File: src/rtl/rf_wport_arbiter.sv
// Register-file write-port arbiter: write-back pipe vs. buffered long-latency results.
// Keeps write-after-write order, bounds head starvation, and exposes a pending-write lookup.
module rf_wport_arbiter #(
    parameter int unsigned FIFO_DEPTH = 2,
    parameter int unsigned MAX_DEFER  = 3
) (
    input  logic                              clk_i,
    input  logic                              rst_i,
    input  logic                              pipe_valid_i,
    input  logic                              pipe_we_i,
    input  logic [4:0]                        pipe_addr_i,
    input  logic [31:0]                       pipe_data_i,
    output logic                              pipe_stall_o,
    input  logic                              lu_valid_i,
    input  logic [4:0]                        lu_addr_i,
    input  logic [31:0]                       lu_data_i,
    output logic                              lu_ready_o,
    output logic                              rf_we_o,
    output logic [4:0]                        rf_addr_o,
    output logic [31:0]                       rf_data_o,
    input  logic [4:0]                        chk_addr_i,
    output logic                              chk_hit_o,
    output logic [$clog2(FIFO_DEPTH+1)-1:0]   pending_o
);

    localparam int unsigned AW  = 5;
    localparam int unsigned DW  = 32;
    localparam int unsigned PW  = $clog2(FIFO_DEPTH);
    localparam int unsigned CW  = $clog2(FIFO_DEPTH + 1);
    localparam int unsigned DFW = $clog2(MAX_DEFER + 1);

    typedef struct packed {
        logic [AW-1:0] addr;
        logic [DW-1:0] data;
    } entry_t;

    entry_t [FIFO_DEPTH-1:0] ent_q, ent_d;
    logic   [FIFO_DEPTH-1:0] vld_q, vld_d;
    logic   [PW-1:0]         head_q, head_d, tail_q, tail_d;
    logic   [CW-1:0]         count_q, count_d;
    logic   [DFW-1:0]        defer_q, defer_d;

    logic   p_req, empty, full, waw_match, chk_match, waw_blk;
    logic   lu_acc, lu_nz, wr_head, wr_pipe, bypass, enq;
    entry_t head_ent;

    // Request decode, hazard lookup and write-port grant
    always_comb begin
        p_req     = pipe_valid_i && pipe_we_i && (pipe_addr_i != '0);
        empty     = (count_q == '0);
        full      = (count_q == CW'(FIFO_DEPTH));
        head_ent  = ent_q[head_q];
        waw_match = 1'b0;
        chk_match = 1'b0;
        for (int i = 0; i < int'(FIFO_DEPTH); i++) begin
            if (vld_q[i] && (ent_q[i].addr == pipe_addr_i)) waw_match = 1'b1;
            if (vld_q[i] && (ent_q[i].addr == chk_addr_i))  chk_match = 1'b1;
        end
        waw_blk    = p_req && waw_match;
        lu_ready_o = !full && !rst_i;
        lu_acc     = lu_valid_i && lu_ready_o;
        lu_nz      = lu_acc && (lu_addr_i != '0);

        wr_head = 1'b0;
        wr_pipe = 1'b0;
        bypass  = 1'b0;
        if (!rst_i) begin
            if (!empty && ((defer_q == DFW'(MAX_DEFER)) || waw_blk)) wr_head = 1'b1;
            else if (p_req && !waw_blk)                                wr_pipe = 1'b1;
            else if (!empty)                                           wr_head = 1'b1;
            else if (lu_nz)                                            bypass  = 1'b1;
        end

        rf_we_o = wr_head || wr_pipe || bypass;
        if (wr_head) begin
            rf_addr_o = head_ent.addr;
            rf_data_o = head_ent.data;
        end else if (wr_pipe) begin
            rf_addr_o = pipe_addr_i;
            rf_data_o = pipe_data_i;
        end else begin
            rf_addr_o = lu_addr_i;
            rf_data_o = lu_data_i;
        end
        pipe_stall_o = !rst_i && p_req && !wr_pipe;
        chk_hit_o    = !rst_i && (chk_addr_i != '0) && chk_match;
        pending_o    = count_q;
    end

    // FIFO pointer, occupancy and defer-counter next state
    always_comb begin
        ent_d   = ent_q;
        vld_d   = vld_q;
        head_d  = head_q;
        tail_d  = tail_q;
        enq     = lu_nz && !bypass;
        if (enq) begin
            ent_d[tail_q] = '{addr: lu_addr_i, data: lu_data_i};
            vld_d[tail_q] = 1'b1;
            tail_d        = tail_q + PW'(1);
        end
        if (wr_head) begin
            vld_d[head_q] = 1'b0;
            head_d        = head_q + PW'(1);
        end
        count_d = count_q + CW'(enq) - CW'(wr_head);
        if (empty || wr_head)               defer_d = '0;
        else if (defer_q != DFW'(MAX_DEFER)) defer_d = defer_q + DFW'(1);
        else                                 defer_d = defer_q;
    end

    always_ff @(posedge clk_i) begin
        if (rst_i) begin
            vld_q   <= '0;
            head_q  <= '0;
            tail_q  <= '0;
            count_q <= '0;
            defer_q <= '0;
        end else begin
            vld_q   <= vld_d;
            head_q  <= head_d;
            tail_q  <= tail_d;
            count_q <= count_d;
            defer_q <= defer_d;
        end
    end

    // Payload storage needs no reset; validity is tracked by vld_q
    always_ff @(posedge clk_i) begin
        ent_q <= ent_d;
    end

endmodule

File: config.mk
export PLATFORM = sky130hd
export DESIGN_NAME = rf_wport_arbiter
export DESIGN_NICKNAME = d
export VERILOG_FILES = /design/src/rtl/rf_wport_arbiter.sv
export SDC_FILE = /design/constraint.sdc
export NUM_CORES = 1
export LEC_CHECK = 0
export ABC_CLOCK_PERIOD_IN_PS = 9950
export BUFFER_PORTS_ARGS = -buffer_cell sky130_fd_sc_hd__buf_2
export CAP_MARGIN = 20
export CORE_MARGIN = 1
export CORE_UTILIZATION = 50
export CTS_CLUSTER_DIAMETER = 80
export CTS_CLUSTER_SIZE = 14
export DETAILED_ROUTE_END_ITERATION = 7
export PLACE_DENSITY = 0.78
export SLEW_MARGIN = 20
export SYNTH_ARGS = -nofsm -noshare
export SYNTH_HDL_FRONTEND = slang
export SYNTH_SLANG_ARGS = --single-unit
File: constraint.sdc
create_clock -name clk_i -period 9.95 [get_ports clk_i]
set_input_delay 0.4975 -clock clk_i [delete_from_list [all_inputs] [get_ports clk_i]]
set_output_delay 0.4975 -clock clk_i [all_outputs]
set_load 0.01 [all_outputs]
==> out/results.ini <==
[placement]
place.gp.congestion = 0.860
portBuffers = 126
dp_hpwl_mm = 6.06
placed_area_um2 = 4890

[worst_setup_path]
path_max_fanout = 23
crit_type = in2out
crit_cells = 7
reg2regPathDepth = 9
end_kind = primary output
cp_cell_sequence = buf_2, or4_4, o211ai_4, o31a_2, buf_4, mux2i_1, buf_2
startpoint_type = primary input
crit_buf_inv = 3
r2r_slack_ps = 6990
crit_arrival_ps = 2940
required_ps = 9450
crit_top_cell = buf_2
crit_family = compound AO/OA/AOI/OAI gates
slowest_stage = o31a_2
critPathMaxStageDelay_ps = 600

[grt]
grt_max_degree = 25
track_usage_pct = 20.7
grt_pass1_wl_mm = 13.5
antenna_found_initial = 0
grt_overflow = 0
grt_pass1_vias = 2800

[sta]
period_share_pct = 34.6
tightest_slew_ps = 625
drv_slew = 0
fmax_ghz = 0.291
hold_violations = 0
maxSlewHeadroom_pct = 58.3
setup_tns_ps = 0
fin_skew_ps = 8.41
period_minus_slack_ps = 3440
setup_viol = 0
rsz0062_at_grt = false

[finish]
final_common_cell = buf_2
diodes = 0
n_fill_cell = 582
drive_above_1_share_pct = 37.8
final_nets = 495
layout_common_cells = 126 x buf_2, 112 x mux2i_1, 74 x edfxtp_1
area_growth_pct = 22.6
fin_area_um2 = 5090
utilization_pct = 64.5

[min_path]
hp-class = in2reg
holdPathStages = 1

[cts]
post-cts-setup-buffers = 0
cts_hold_buf = 0
clk_latency_ps = 350
cts_tree = built
cts_buffers = 9
clkTransAtPathRegs_ps = 80
cts_root_buf = clkbuf_8
clock-sinks = 82
cts_buffer_depth = 2
cts_resized = 0
cts-htree-levels = 3

[flow_run]
cap_violations = 0

[power_and_ir_drop]
vdd_drop_max_mv = 0.100
p_total_w = 0.000987
cellPowerDensity_nw_per_um2 = 194
p_leak_nw = 1.83

[route]
drc_errors = 0
vias = 2759
firstDrtPassIters = 5
drtIter0Drc = 102
viasPerCell = 5.36
routed_wl_mm = 8.55
antenna_left = 0
wire_per_inst_um = 16.6

[synth]
syn_area_um2 = 4150
syn_nets = 367
synth_cells = 280
synth_fa_ha_area_share_pct = 0.904
yosys_warnings = 0
ys_seq_area_share_pct = 57.4
synth-simple-area-share_pct = 3.59
synth-seq-cells = 82
synth_top_cell_area_share_pct = 53.5
synth.area.mux_share_pct = 27.0
synth_top_area_cell = edfxtp_1
synth_compound_area_share_pct = 3.14
synth_cell_types = 36
ys_top_cells_by_area = edfxtp_1 54%, mux2i_1 27%, dfxtp_1 3.9%
synth_top_family_by_area = multiplexers
synthXorXnorAreaFrac_pct = 4.85
syn_avg_cell_area_um2 = 14.8

[die]
core_um2 = 7890
die_h_um = 93.1
die_x_um = 93.1
fp-row-count = 32
pin_count = 127
die_area_um2 = 8670
start_util_pct = 52.6

[outcome]
status = complete, no violations

==> cells in the mapped netlist <==
library cell  count
a2111oi_4         1
a211oi_1          1
a21oi_1           2
a221oi_1          1
a311oi_1          1
a31oi_1           2
buf_2             1
buf_4             3
buf_6             3
buf_8             2
clkbuf_1          6
dfxtp_1           8
edfxtp_1         74
ha_1              3
inv_1             4
mux2i_1         112
nand2_1           3
nand2b_1          1
nand3_1           2
nand4_1           2
nor2_1            9
nor2b_1           1
nor3_1            2
nor4_1            3
nor4b_1           1
o211ai_1          1
o211ai_4          1
o21ai_1           1
o22ai_2           1
o31a_1            1
or2_2             1
or3_1             1
or4_1             1
or4_4             1
xnor2_1          14
xor2_1            9
==> worst register-to-register path, cell delays in order (launching register included) <==
cell	delay (ps)
edfxtp_1	450
xnor2_1	200
nand4_1	120
o22ai_2	300
o31a_2	590
buf_4	490
ha_1	310
inv_1	60
ha_1	210
nor2b_1	120
==> report_power, final <==
| part | total (W) | internal (W) | switching [W] |
|---|---|---|---|
| clock | 0.000237 | 0.000120 | 0.000117 |
| sequential | 0.000440 | 0.000413 | 0.0000265 |
| combinational | 0.000311 | 0.000141 | 0.000170 |
==> sequential cells by signal, summed over array words and instances (netlist names) <==
register / flops
vld_q: 2
head_q: 1
ent_q: 74
pending_o: 2
defer_q: 2
tail_q: 1
==> stage by stage <==
stage	hold WS [ps]	worst slack, ps	instances
after floorplan	408	6690	280
after global placement	415	6550	497
after detailed placement	434	6490	499
after CTS	335	6490	515
after global routing	333	6350	515
final	347	6510	515
==> per-layer routing <==
layer | part of all wire, % | global-route usage [%] | up-vias
met5 | 0 | 0 | -
met4 | 1.1 | 8.21 | 0
met3 | 4.9 | 3.50 | 5
met2 | 52 | 35.7 | 90
met1 | 42 | 25.9 | 1329
li1 | - | - | 1335
==> area by class of cell <==
class	count	area [um^2]	area share [%]
Clock buffer	12	178	3.49
Clock inverter	4	21.3	0.418
Inverter	4	15.0	0.295
Multi-Input combinational cell	179	1660	32.5
Sequential cell	82	2380	46.8
Tap cell	102	128	2.51
Timing Repair Buffer	132	708	13.9
==> kinds of logic after synthesis <==
family,after synthesis
fa+ha+maj,3
simple gates,28
compound gates,13
mux,112
xor+xnor,23
buf+inv,19
flops,82
==> final timing paths <==
check | from | end
hold / removal | lu_data_i[11] | ent_q[11]
hold reg to reg | defer_q[0] | defer_q[0]
setup / recovery | pipe_addr_i[1] | rf_data_o[12]
setup reg to reg | ent_q[36] | pending_o[0]
No activity file was read; power rests on OpenSTA's default activity.
